<file path="config.mk">
export PLATFORM = sky130hd
export DESIGN_NAME = instr_fetch_unit
export DESIGN_NICKNAME = d
export VERILOG_FILES = /design/src/rtl/cpu_pkg.sv /design/src/rtl/fetch_fifo.sv /design/src/rtl/instr_fetch_unit.sv
export SDC_FILE = /design/constraint.sdc
export NUM_CORES = 1
export LEC_CHECK = 0
export ABC_AREA = 1
export CORE_AREA = 10 10 362 364
export CTS_BUF_LIST = sky130_fd_sc_hd__clkbuf_4 sky130_fd_sc_hd__clkbuf_8
export DETAILED_ROUTE_END_ITERATION = 8
export DIE_AREA = 0 0 372 374
export MAX_ROUTING_LAYER = met4
export PLACE_DENSITY = 0.41
export SYNTH_ARGS = -nofsm -noshare
export SYNTH_HDL_FRONTEND = slang
export SYNTH_SLANG_ARGS = --single-unit
</file>
<file path="constraint.sdc">
create_clock -name clk -period 8.95 [get_ports clk]
set_input_delay 1.79 -clock clk [delete_from_list [all_inputs] [get_ports clk]]
set_output_delay 1.79 -clock clk [all_outputs]
set_load 0.1 [all_outputs]
</file>
<file path="src/rtl/cpu_pkg.sv">
// Shared definitions for the instruction fetch slice.
//   INSTR_W       : instruction word width
//   ADDR_W_DEF    : default PC / imem address width
//   RESET_PC_DEF  : default PC loaded on reset
//   OP_HALT       : opcode of the HALT instruction (decoded in execute)
//   fetch_state_t : fetch FSM state encoding
//   fetch_entry_t : one buffered instruction word with its PC
package cpu_pkg;

   localparam int          INSTR_W      = 32;
   localparam int          ADDR_W_DEF   = 64;
   localparam logic [63:0] RESET_PC_DEF = 64'h2000;
   localparam logic [4:0]  OP_HALT      = 5'h1F;

   typedef enum logic {
      FETCH_RUN    = 1'b0,
      FETCH_HALTED = 1'b1
   } fetch_state_t;

   typedef struct packed {
      logic [INSTR_W-1:0]    word;
      logic [ADDR_W_DEF-1:0] pc;
   } fetch_entry_t;

endpackage

</file>
<file path="src/rtl/fetch_fifo.sv">
// Synchronous FIFO used both as the instruction buffer and as the
// in-order request-PC tag queue.
//   clk, rst     : clock, asynchronous active-high reset
//   push, din    : write din when push and not full
//   pop          : drop the head when pop and not empty
//   flush        : empty the FIFO (wins over push/pop in the same cycle)
//   dout         : head entry (valid only when !empty)
//   count        : number of stored entries
//   full, empty  : occupancy flags
// DEPTH must be a power of two, >= 2.
module fetch_fifo #(
   parameter int DEPTH = 4,
   parameter int WIDTH = 8
) (
   input  logic                         clk,
   input  logic                         rst,
   input  logic                         push,
   input  logic [WIDTH-1:0]             din,
   input  logic                         pop,
   input  logic                         flush,
   output logic [WIDTH-1:0]             dout,
   output logic [$clog2(DEPTH+1)-1:0]   count,
   output logic                         full,
   output logic                         empty
);

   localparam int        AW      = $clog2(DEPTH);
   localparam logic [AW:0] PTR_ONE = {{AW{1'b0}}, 1'b1};

   logic [WIDTH-1:0] mem [DEPTH];
   // One extra pointer bit distinguishes full from empty.
   logic [AW:0]      wr_ptr;
   logic [AW:0]      rd_ptr;
   logic             do_push;
   logic             do_pop;

   assign do_push = push && !full;
   assign do_pop  = pop && !empty;

   always_ff @(posedge clk or posedge rst) begin
      if (rst) begin
         wr_ptr <= '0;
         rd_ptr <= '0;
      end else if (flush) begin
         wr_ptr <= '0;
         rd_ptr <= '0;
      end else begin
         if (do_push) wr_ptr <= wr_ptr + PTR_ONE;
         if (do_pop)  rd_ptr <= rd_ptr + PTR_ONE;
      end
   end

   always_ff @(posedge clk) begin
      if (do_push && !flush) mem[wr_ptr[AW-1:0]] <= din;
   end

   assign dout  = mem[rd_ptr[AW-1:0]];
   assign count = wr_ptr - rd_ptr;
   assign empty = (wr_ptr == rd_ptr);
   assign full  = (wr_ptr[AW] != rd_ptr[AW]) && (wr_ptr[AW-1:0] == rd_ptr[AW-1:0]);

endmodule

</file>
<file path="src/rtl/instr_fetch_unit.sv">
// Instruction fetch unit: owns the PC, issues word reads to imem, buffers
// returned words with their PC and hands them to decode.
//   clk, reset                     : clock, asynchronous active-high reset
//   imem_req_valid/ready/addr      : read request channel (addr = PC)
//   imem_rsp_valid/data            : in-order read responses
//   instr_valid/ready, instr, instr_pc : buffered word toward decode
//   redirect_valid, redirect_pc    : load a new PC (branch / call / return)
//   halt                           : stop fetching
//   halted                         : FSM is in HALTED
//   fault                          : sticky, a misaligned redirect was seen
// Handshakes: a transfer happens in a cycle where valid && ready are both
// high at the rising clock edge; valid never depends on the same channel's
// ready, and an offered request may be withdrawn only by redirect/halt.
module instr_fetch_unit
   import cpu_pkg::*;
#(
   parameter int                ADDR_W     = ADDR_W_DEF,
   parameter logic [ADDR_W-1:0] RESET_PC   = ADDR_W'(RESET_PC_DEF),
   parameter int                FIFO_DEPTH = 4,
   parameter int                MAX_OUTST  = 4
) (
   input  logic                clk,
   input  logic                reset,
   output logic                imem_req_valid,
   input  logic                imem_req_ready,
   output logic [ADDR_W-1:0]   imem_req_addr,
   input  logic                imem_rsp_valid,
   input  logic [INSTR_W-1:0]  imem_rsp_data,
   output logic                instr_valid,
   input  logic                instr_ready,
   output logic [INSTR_W-1:0]  instr,
   output logic [ADDR_W-1:0]   instr_pc,
   input  logic                redirect_valid,
   input  logic [ADDR_W-1:0]   redirect_pc,
   input  logic                halt,
   output logic                halted,
   output logic                fault
);

   localparam int          CW       = $clog2(MAX_OUTST + 1);
   localparam int          FCW      = $clog2(FIFO_DEPTH + 1);
   localparam int          EW       = INSTR_W + ADDR_W;
   localparam logic [31:0] DEPTH_U  = FIFO_DEPTH;
   localparam logic [31:0] OUTST_U  = MAX_OUTST;

   fetch_state_t      state_q, state_d;
   logic [ADDR_W-1:0] pc_q;
   logic [CW-1:0]     outst_q, outst_d;
   logic [CW-1:0]     drop_q;
   logic              fault_q;

   logic              run, misaligned, halt_evt, redir_ok, flush_evt;
   logic              credit_ok, req_fire, rsp_keep, pop_head;

   logic [EW-1:0]     head_entry;
   logic [FCW-1:0]    fifo_count;
   logic              fifo_full, fifo_empty;
   logic [ADDR_W-1:0] tag_pc;
   logic [CW-1:0]     tag_count;
   logic              tag_full, tag_empty;

   // ---------------- FSM: state register ----------------
   always_ff @(posedge clk or posedge reset) begin
      if (reset) state_q <= FETCH_RUN;
      else       state_q <= state_d;
   end

   // ---------------- FSM: next state ----------------
   always_comb begin
      state_d = state_q;
      if (state_q == FETCH_RUN &&
          (halt || (redirect_valid && redirect_pc[1:0] != 2'b00)))
         state_d = FETCH_HALTED;
   end

   // ---------------- FSM: outputs / event decode ----------------
   always_comb begin
      run        = (state_q == FETCH_RUN);
      misaligned = redirect_valid && (redirect_pc[1:0] != 2'b00);
      // Halt beats redirect; a misaligned redirect behaves like halt.
      halt_evt   = run && (halt || misaligned);
      redir_ok   = run && redirect_valid && !halt && !misaligned;
      flush_evt  = halt_evt || redir_ok;
      // Counting in-flight requests against free buffer space means every
      // response always has a slot waiting for it.
      credit_ok  = ((32'(outst_q) + 32'(fifo_count)) < DEPTH_U) &&
                   (32'(outst_q) < OUTST_U);
      imem_req_valid = run && !reset && credit_ok && !redirect_valid && !halt;
      instr_valid    = run && !fifo_empty;
      instr          = instr_valid ? head_entry[EW-1:ADDR_W] : '0;
      instr_pc       = instr_valid ? head_entry[ADDR_W-1:0]  : '0;
      halted         = !run;
   end

   assign imem_req_addr = pc_q;
   assign fault         = fault_q;

   assign req_fire = imem_req_valid && imem_req_ready;
   // A response is kept only when nothing stale is ahead of it and no
   // flush is happening this very cycle.
   assign rsp_keep = imem_rsp_valid && run && (drop_q == '0) && !flush_evt;
   assign pop_head = instr_valid && instr_ready;
   assign outst_d  = outst_q + CW'(req_fire) - CW'(imem_rsp_valid);

   always_ff @(posedge clk or posedge reset) begin
      if (reset) begin
         pc_q    <= RESET_PC;
         outst_q <= '0;
         drop_q  <= '0;
         fault_q <= 1'b0;
      end else begin
         outst_q <= outst_d;
         // Everything still in flight after this cycle is stale.
         if (flush_evt)
            drop_q <= outst_d;
         else if (imem_rsp_valid && drop_q != '0)
            drop_q <= drop_q - CW'(1);
         if (redir_ok)
            pc_q <= redirect_pc;
         else if (req_fire)
            pc_q <= pc_q + ADDR_W'(4);
         if (run && misaligned && !halt)
            fault_q <= 1'b1;
      end
   end

   fetch_fifo #(.DEPTH(FIFO_DEPTH), .WIDTH(EW)) u_entry_fifo (
      .clk   (clk),
      .rst   (reset),
      .push  (rsp_keep),
      .din   ({imem_rsp_data, tag_pc}),
      .pop   (pop_head),
      .flush (flush_evt),
      .dout  (head_entry),
      .count (fifo_count),
      .full  (fifo_full),
      .empty (fifo_empty)
   );

   // Holds the PC of every live request, oldest first.
   fetch_fifo #(.DEPTH(MAX_OUTST), .WIDTH(ADDR_W)) u_tag_fifo (
      .clk   (clk),
      .rst   (reset),
      .push  (req_fire),
      .din   (pc_q),
      .pop   (rsp_keep),
      .flush (flush_evt),
      .dout  (tag_pc),
      .count (tag_count),
      .full  (tag_full),
      .empty (tag_empty)
   );

   a_rsp_needs_outst: assert property (@(posedge clk) disable iff (reset)
      imem_rsp_valid |-> (outst_q != '0));
   a_no_overflow: assert property (@(posedge clk) disable iff (reset)
      rsp_keep |-> !fifo_full);
   a_tag_present: assert property (@(posedge clk) disable iff (reset)
      rsp_keep |-> !tag_empty);
   a_tag_room: assert property (@(posedge clk) disable iff (reset)
      req_fire |-> !tag_full);
   a_outst_split: assert property (@(posedge clk) disable iff (reset)
      32'(outst_q) == (32'(drop_q) + 32'(tag_count)));

endmodule

</file>
==> metrics, run 1 <==
status completed; IO Port Bufs 266; HP Class register to register; Die Height ~370 microns; drt pass-1 iters 7; CP Launch Type register; Clock Skew roughly 38 ps; CTS max path bufs 3; die width between 300 and 400 microns; Synth Warn # 0; syn avg cell area about 11 sq um; P&R area growth vs syn 23.4%; max_cap viols 0; pwr dens 196 nW/um^2; CTS tree built; Clk Latency, worst-skew pair 800 ps; Required @ worst endpoint between 7000 and 8000 ps; syn nets 2937; number of distinct library cells after synthesis 38; HPWL after DPL around 70000 microns; most common cell after layout, fill and taps aside nor2_1; max-slew violation count 0; initial drt markers ~1500; CTS buffer count between 100 and 150; core area about 120000 sq um; Resized Gates After CTS 0; setup TNS 0 ps; Post-route DRC 0; final setup violating endpoints 0; final worst setup slack approximately 2300 ps; die area between 100000 and 150000 sq um; RSZ-0062 raised after global routing no; Min Hold Slack around 460 ps; vias after detailed routing 21600; Detail Route Antenna Nets 0; fmax about 150 MHz; Leak Pwr approximately 13 nW; Slew @ Worst Pin about 1100 ps; Gate Count Post-Synth about 2800; initial antenna violation count 7; clock transition at the registers of the reported paths about 50 ps; main area contributors after synthesis edfxtp_1, nor2_1, dfrtp_1; share of the synthesized area in the top cell type between 60 and 70%; DR vias/cell around 4.5; Root Driver clkbuf_8; share of cells above drive strength 1 under 10%; IO Pins 267; critical path data arrival time 4910 ps; routed wire length per instance 21.8 microns; Post-CTS Setup Repair Bufs 0; dominant cell type by area after synthesis edfxtp_1; worst-path fanout max between 60 and 70; CP endpoint kind primary output; Slew HR between 20% and 30%; final core utilization 30.7%; Hold Buf Count CTS 0; Rows roughly 130; vias in the first global route ~22000; final WL approximately 110000 microns; Total Power 0.00742 W; Post-Place Worst Slack about 2800 ps; Mapped Area around 31000 sq um; GR Overflow Total 0; largest net degree at the start of global routing 100; Fin. Hold Viols 0; total track usage between 15 and 20%; sequential area share after synthesis 69.4%; GP Congestion 0.864; first-pass GRT wire length roughly 150000 microns; final net count roughly 3200; Worst VDD drop 0.123 mV; fin crit period 6700 ps; most frequent cells in the layout nor2_1, edfxtp_1, nand2_1; Final period util around 75%; TritonCTS Sinks slightly above 700; H-tree levels 4; initial core utilization between 20% and 30%; number of synthesized register bits slightly above 700; kind of critical path register to primary output
[routing by layer]
layer  routed length [microns]  track usage (%)  vias to the layer above  share of wire, %
met2                     49100             23.9                      572                47
li1                          -                -                    10400                 -
met1                     49200             20.0                    10600                47
met5                         0                -                        -                 0
met4                      1860             3.96                        0               1.8
met3                      5450             3.06                      127               5.2
[kinds of logic (layout without fill, tap and decap cells)]
logic type	Yosys count	after routing	share of synthesized area (%)
multiplexers	3	3	0.0978
adder cells (fa/ha/maj)	21	21	0.904
other	0	6	0
flip-flops	724	724	69.4
AND/OR/NAND/NOR	1214	1214	15.9
XOR/XNOR	24	24	0.684
AO/OA/AOI/OAI	562	562	9.59
buffers and inverters	265	665	3.45
[synthesized netlist by cell type, drive strengths merged]
master and count:
a311oi 1, clkbuf 81, o31ai 2, mux2i 3
nor2 688, nand2 394, fa 2, nor3 11
o22ai 66, or2 4, o21bai 3, dfrtp 83
a31oi 4, clkinv 2, nand3b 6, ha 19
o21ai 371, inv 120, a21oi 104, xor2 12
nand3 97, dfstp 1, nand4 14, a21o 1
buf 62, o211ai 10, edfxtp 640, xnor2 12
[layout make-up]
type                            instances  area, sq um
Clock inverter                         52          324
Inverter                              122          467
Multi-Input combinational cell       1824         8410
Antenna cell                            6         15.0
Timing Repair Buffer                  304         3010
Tap cell                             1637         2050
Fill cell                           12700        85400
Clock buffer                          187         2290
Sequential cell                       724        21300
[power by group]
group | internal [W] | switching (W) | leakage (nW)
sequential | 0.00371 | 0.0000554 | 6.82
combinational | 0.000150 | 0.000366 | 5.14
clock | 0.00174 | 0.00141 | 1.38
total | 0.00559 | 0.00183 | 13.3
[through the flow]
stage          std cells  cell area (sq um)
3_5_place_dp        4611              35300
3_3_place_gp        4611              35300
4_1_cts             4850              37900
6_report            4856              37900
5_1_grt             4855              37900
2_1_floorplan       2813              30700
[worst max-delay path, cell delays in order, from the launching register on]
cell,delay (ps)
dfrtp_4,710
inv_4,670
ha_1,370
nand3_1,120
nand2_4,250
buf_4,420
a21oi_1,240
clkdlybuf4s50_1,1170
[sequential cells by signal, summed over array words and instances (netlist names)]
name and flops:
u_entry_fifo.mem 384, u_tag_fifo.mem 256, imem_req_addr 64, drop_q 3, outst_q 3, u_entry_fifo.rd_ptr 3
u_entry_fifo.wr_ptr 3, u_tag_fifo.rd_ptr 3, u_tag_fifo.wr_ptr 3, fault 1, halted 1
[final timing paths]
path	startpoint	to	slack, ps	cells after the start
setup reg to reg	u_entry_fifo.rd_ptr[1]$_DFFE_PP0P_	u_tag_fifo.mem[2][44]$_DFFE_PP_	2960	12
max in group asynchronous	reset	imem_req_addr[1]$_DFFE_PP0P_	6330	3
hold / removal	fault$_DFFE_PP0P_	fault$_DFFE_PP0P_	460	1
setup / recovery	u_entry_fifo.rd_ptr[1]$_DFFE_PP0P_	instr_pc[36]	2250	7
hold reg to reg	fault$_DFFE_PP0P_	fault$_DFFE_PP0P_	460	1
min in group asynchronous	reset	halted$_DFFE_PP0P_	1470	2
No activity file was read; power rests on OpenSTA's default activity.
==> run 2: changes to the inputs <==
clock period = 7 ns   (was 8.95 ns; I/O delays follow)
==> run 2 against run 1 <==
Combinational power up 27%. Utilization down 0.072 points. Clock skew about the same. Global-route usage down 0.18 points. Non-clock buffer count up 1. Die area unchanged. Sequential power up 28%.
==> metrics, run 2 (synthesis results as in run 1) <==
status completed; reg2reg end u_tag_fifo.mem[3][19]$_DFFE_PP_; CP Launch Type register; CTS buffer count 134 (-2.2%); RSZ-0062 raised after global routing no; GP Congestion 0.845 (-2.3%); final WL 104000 microns (-1.6%); Resized Gates After CTS 0 (unchanged); P&R area growth vs syn 23.1%; Clock Skew 38.5 ps (+0.126 ps); Flop pwr share 51.4% (+0.7 points); drt pass-1 iters 5 (-2); die width 372 microns (unchanged); first-pass GRT wire length 152000 microns (-0.96%); CTS max path bufs 3 (unchanged); initial drt markers 1513 (+2.0%); setup TNS 0 ps (unchanged); share of cells above drive strength 1 9.18% (+0.031 points); HP Class register to register; IO Port Bufs 266 (unchanged); most frequent cells in the layout nor2_1, edfxtp_1, nand2_1; Post-Place Worst Slack 1760 ps (-1030 ps); Hold Buf Count CTS 0 (unchanged); Largest register FFs 384 (unchanged); Post-CTS Setup Repair Bufs 0 (unchanged); Leak Pwr 13.4 nW (about the same); Post-route DRC 0 (unchanged); internal power 0.00706 W (+26%); critical path data arrival time 4500 ps (-410 ps); Clk Latency, worst-skew pair 790 ps (about the same); vias after detailed routing 21600 (-0.34%); DR vias/cell 4.44 (-0.23%); fillers 12700 (-0.13%); Critical Path End instr_pc[35]; CP top delay family buffers and inverters; IO Pins 267 (unchanged); hold depth 1 (unchanged); R2R Setup Slk 2220 ps (-740 ps); worst reg2reg path startpoint u_entry_fifo.rd_ptr[1]$_DFFE_PP0P_; CP max stage cell clkdlybuf4s50_1; vias in the first global route 21400 (-2.4%); Slew @ Worst Pin 1160 ps (+25.9 ps); TritonCTS Sinks 724 (unchanged); die area 139000 sq um (unchanged); Root Driver clkbuf_8; CP max stage delay 1160 ps (about the same); initial antenna violation count 5 (-2); GR Overflow Total 0 (unchanged); initial core utilization 24.9% (unchanged); sw power 0.00230 W (+26%); Worst Setup SP u_entry_fifo.rd_ptr[1]$_DFFE_PP0P_; Final period util 84.3%; Net Sw Frac 24.6% (-0.094 points); fin crit period a little under 6000 ps; power share of the combinational group 7.0% (about the same); worst-path fanout max 62 (-1.6%); most common cell after layout, fill and taps aside nor2_1; final setup violating endpoints 0 (unchanged); final net count 3235 (-0.062%); HPWL after DPL 66100 microns (-3.1%); pwr dens 248 nW/um^2 (+26%); worst r2r path cells 12 (unchanged); worst path cell trace inv_4, ha_1, nand3_1, nand2_4, buf_4, a21oi_1, clkdlybuf4s50_1; Detail Route Antenna Nets 0 (unchanged); max-slew violation count 0 (unchanged); CTS tree built; clock share of power 41.6% (-0.8 points); clock transition at the registers of the reported paths 50 ps (about the same); Fin. Hold Viols 0 (unchanged); Die Height 374 microns (unchanged); final worst setup slack 1100 ps (-1150 ps); H-tree levels 4 (unchanged); largest net degree at the start of global routing 195 (+95%); CP endpoint kind primary output; Rows 129 (unchanged); kind of critical path register to primary output; Worst VDD drop 0.166 mV (+35%); routed wire length per instance 21.4 microns (-1.5%); core area 123000 sq um (unchanged); Required @ worst endpoint 5600 ps (-1560 ps); stages on the worst setup path 7 (unchanged); fmax about 170 MHz; max_cap viols 0 (unchanged); total track usage 15.1% (-0.18 points); CP Buf/Inv Count 3 (unchanged); Slew HR 22.3% (-1.7 points)
-- run 2: power by group through the flow --
stage	registers (W)	logic, W	clock network, W
final	0.00481	0.000653	0.00390
after global routing	0.00481	0.000730	0.00425
after CTS	0.00481	0.000671	0.00405
after detailed placement	0.00490	0.000666	0
after global placement	0.00490	0.000672	0
after floorplan	0.00493	0.000326	0
-- run 2: layout make-up --
class | count | area, sq um | area share [%]
Clock inverter | 47 | 279 | 0.738
Timing Repair Buffer | 305 | 3010 | 7.96
Inverter | 122 | 467 | 1.23
Multi-Input combinational cell | 1824 | 8410 | 22.3
Sequential cell | 724 | 21300 | 56.4
Tap cell | 1637 | 2050 | 5.42
Antenna cell | 12 | 30.0 | 0.0794
Clock buffer | 180 | 2230 | 5.89
-- run 2: per-layer routing --
metal / share of wire (%) / vias up / wire, microns / track usage (%)
li1: - / 10400 / - / -
met1: 47 / 10600 / 49300 / 20.1
met2: 46 / 497 / 47900 / 23.3
met3: 4.9 / 134 / 5090 / 3.04
met4: 1.6 / 0 / 1700 / 3.71
met5: 0 / - / 0 / -
-- run 2: per-stage QoR --
| stage | cell area, sq um | instances | total power (W) | utilization [%] | hold WS (ps) |
|---|---|---|---|---|---|
| detailed placement | 35300 | 4612 | 0.00557 | 28.6 | 467 |
| global placement | 35300 | 4612 | 0.00557 | 28.6 | 470 |
| finish | 37800 | 4851 | 0.00936 | 30.7 | 485 |
| CTS | 37800 | 4839 | 0.00953 | 30.6 | 483 |
| floorplan | 30700 | 2813 | 0.00525 | - | 461 |
| global route | 37800 | 4845 | 0.00979 | 30.6 | 497 |
-- run 2: how the worst min path moves through the flow --
stage	start	to	slack [ps]
floorplan	u_entry_fifo.wr_ptr[2]$_DFFE_PP0P_	u_entry_fifo.wr_ptr[2]$_DFFE_PP0P_	460
global placement	fault$_DFFE_PP0P_	fault$_DFFE_PP0P_	470
detailed placement	fault$_DFFE_PP0P_	fault$_DFFE_PP0P_	470
CTS	fault$_DFFE_PP0P_	fault$_DFFE_PP0P_	480
global route	fault$_DFFE_PP0P_	fault$_DFFE_PP0P_	500
finish	fault$_DFFE_PP0P_	fault$_DFFE_PP0P_	490
==> run 3: changes to the inputs <==
PLACE_DENSITY = 0.42   (was 0.41)
clock period = 5.2 ns   (was 7 ns; I/O delays follow)
==> run 3 against run 2 <==
Global-route usage shrank 0.092 points. Sequential share of layout area shrank 0.41 points. Clock skew grew 9.0 ps. Final cell count is essentially flat. Via count grew 0.98%. Clock-buffer cell count grew 13.
==> metrics, run 3 (synthesis results as in run 1) <==
CP Launch Type register; Required @ worst endpoint 4160 ps (-1440 ps); worst path cell trace inv_4, ha_1, nand3_1, nand2_4, buf_4, a21oi_1, buf_4; HP Class register to register; final std cells w/o fill 4854 (+0.062%); Leak Pwr 13.7 nW (+2.9%); vias in the first global route 21600 (+1.0%); Post-Place Worst Slack 1180 ps (-571 ps); H-tree levels 4 (unchanged); status completed; kind of critical path register to primary output; Root Driver clkbuf_8; Slew HR 25.1% (+2.8 points); Detail Route Antenna Nets 0 (unchanged); Post-CTS Setup Repair Bufs 0 (unchanged); Resized Gates After CTS 0 (unchanged); max_cap viols 0 (unchanged); Fin. Hold Viols 0 (unchanged); clock transition at the registers of the reported paths 60 ps (about the same); worst-path fanout max 46 (-26%); IO Port Bufs 266 (unchanged); die area 139000 sq um (unchanged); vias after detailed routing 21800 (+0.98%); critical path data arrival time 3410 ps (-1090 ps); CTS tree built; final net count 3241 (+0.19%); most used cell, CP buf_4; die width 372 microns (unchanged); setup TNS 0 ps (unchanged); Final period util a little under nine tenths; CP endpoint kind primary output; final setup violating endpoints 0 (unchanged); drt pass-1 iters 5 (unchanged); CTS max path bufs 3 (unchanged); placed cells 4618 (+0.13%); worst r2r path cells 15 (+3); Post-route DRC 0 (unchanged); Hold EP fault$_DFFE_PP0P_; core area 123000 sq um (unchanged); Min-Delay Startpoint fault$_DFFE_PP0P_; IO Pins 267 (unchanged); most frequent cells in the layout nor2_1, edfxtp_1, nand2_1; most common cell after layout, fill and taps aside nor2_1; fin crit period between 4000 and 5000 ps; Worst VDD drop 0.181 mV (+9.2%); fmax approximately 220 MHz; Clk Latency, worst-skew pair 800 ps (about the same); total track usage 15.0% (-0.092 points); initial antenna violation count 9 (+4); TritonCTS Sinks 724 (unchanged); GP Congestion 0.840 (-0.56%); GR Overflow Total 0 (unchanged); CP max stage cell dfrtp_4; Die Height 374 microns (unchanged); Clock Skew 47.5 ps (+8.97 ps); R2R Setup Slk 1310 ps (-910 ps); P&R area growth vs syn 24.0%; RSZ-0062 raised after global routing no; initial drt markers 1547 (+2.2%); Slew @ Worst Pin 1120 ps (-41.2 ps); CTS buffer count 134 (unchanged); largest net degree at the start of global routing 194 (-0.51%); CP top delay family buffers and inverters; Largest register FFs 384 (unchanged); max-slew violation count 0 (unchanged); initial core utilization 24.9% (unchanged); DR vias/cell 4.49 (+0.92%); reg2reg end u_tag_fifo.mem[3][46]$_DFFE_PP_; first-pass GRT wire length 150000 microns (-1.4%); share of cells above drive strength 1 12.7% (+3.5 points); Hold Buf Count CTS 0 (unchanged); CP max stage delay 490 ps (-670 ps); CP Buf/Inv Count 3 (unchanged); pwr dens 334 nW/um^2 (+35%); Rows 129 (unchanged); HPWL after DPL 65900 microns (-0.27%); hold depth 1 (unchanged); routed wire length per instance 21.4 microns (-0.19%); final worst setup slack 753 ps (-347 ps); worst reg2reg path startpoint u_entry_fifo.wr_ptr[0]$_DFFE_PP0P_; final WL 104000 microns (-0.13%)
run 3: cell count changes in the layout (fill, tap and decap cells not counted), moves of 15 or more:
cell             before  now
buf_12                6   38
clkbuf_4             40   57
clkdlybuf4s50_1     258  167
buf_4                41  106
clkinv_1             30   15
run 3: worst reg2reg max path, delay by kind of cell, from the launching register on:
family,cells,cell delay [ps]
adders and majority gates,3,800
buffers and inverters,6,1120
and+or+nand+nor,5,960
xor gates and xnor gates,1,170
DFF,1,410
run 3: power breakdown:
part	switching (W)	internal, W
clock	0.00242	0.00295
combinational	0.000610	0.000262
sequential	0.0000906	0.00638
total	0.00312	0.00959
run 3: through the flow:
stage / instance area, sq um / utilization [%] / power (W) / hold WS [ps]
5_1_grt: 38100 / 30.9 / 0.0133 / 486
3_3_place_gp: 35500 / 28.8 / 0.00748 / 453
3_5_place_dp: 35500 / 28.8 / 0.00748 / 445
6_report: 38100 / 30.9 / 0.0127 / 455
2_1_floorplan: 30700 / - / 0.00707 / 461
4_1_cts: 38100 / 30.9 / 0.0129 / 459
run 3: final cells by class:
cell class | instances | area (sq um)
well taps | 1637 | 2050
inverters | 122 | 467
fillers | 12700 | 85200
repair buffers | 311 | 3230
flip-flops and latches | 724 | 21300
clock buffers | 193 | 2300
clock inverters | 35 | 279
diodes | 8 | 20.0
multi-input cells | 1824 | 8410
run 3: worst max-delay path by stage:
stage	endpoint	startpoint	slack, ps	depth (start not counted)
after floorplan	u_entry_fifo.mem[0][0]$_DFFE_PP_	redirect_valid	-1040	5
after global placement	u_tag_fifo.mem[3][20]$_DFFE_PP_	reset	1170	10
after detailed placement	u_tag_fifo.mem[3][20]$_DFFE_PP_	reset	1180	10
after CTS	instr[16]	u_entry_fifo.rd_ptr[1]$_DFFE_PP0P_	600	7
after global routing	instr[16]	u_entry_fifo.rd_ptr[1]$_DFFE_PP0P_	490	7
final	instr[16]	u_entry_fifo.rd_ptr[1]$_DFFE_PP0P_	750	7
run 3: routing by layer:
layer,GRT usage [%],part of all wire [%]
met4,4.42,2.3
met1,19.6,46
met2,22.9,46
met3,3.50,5.9
met5,-,0
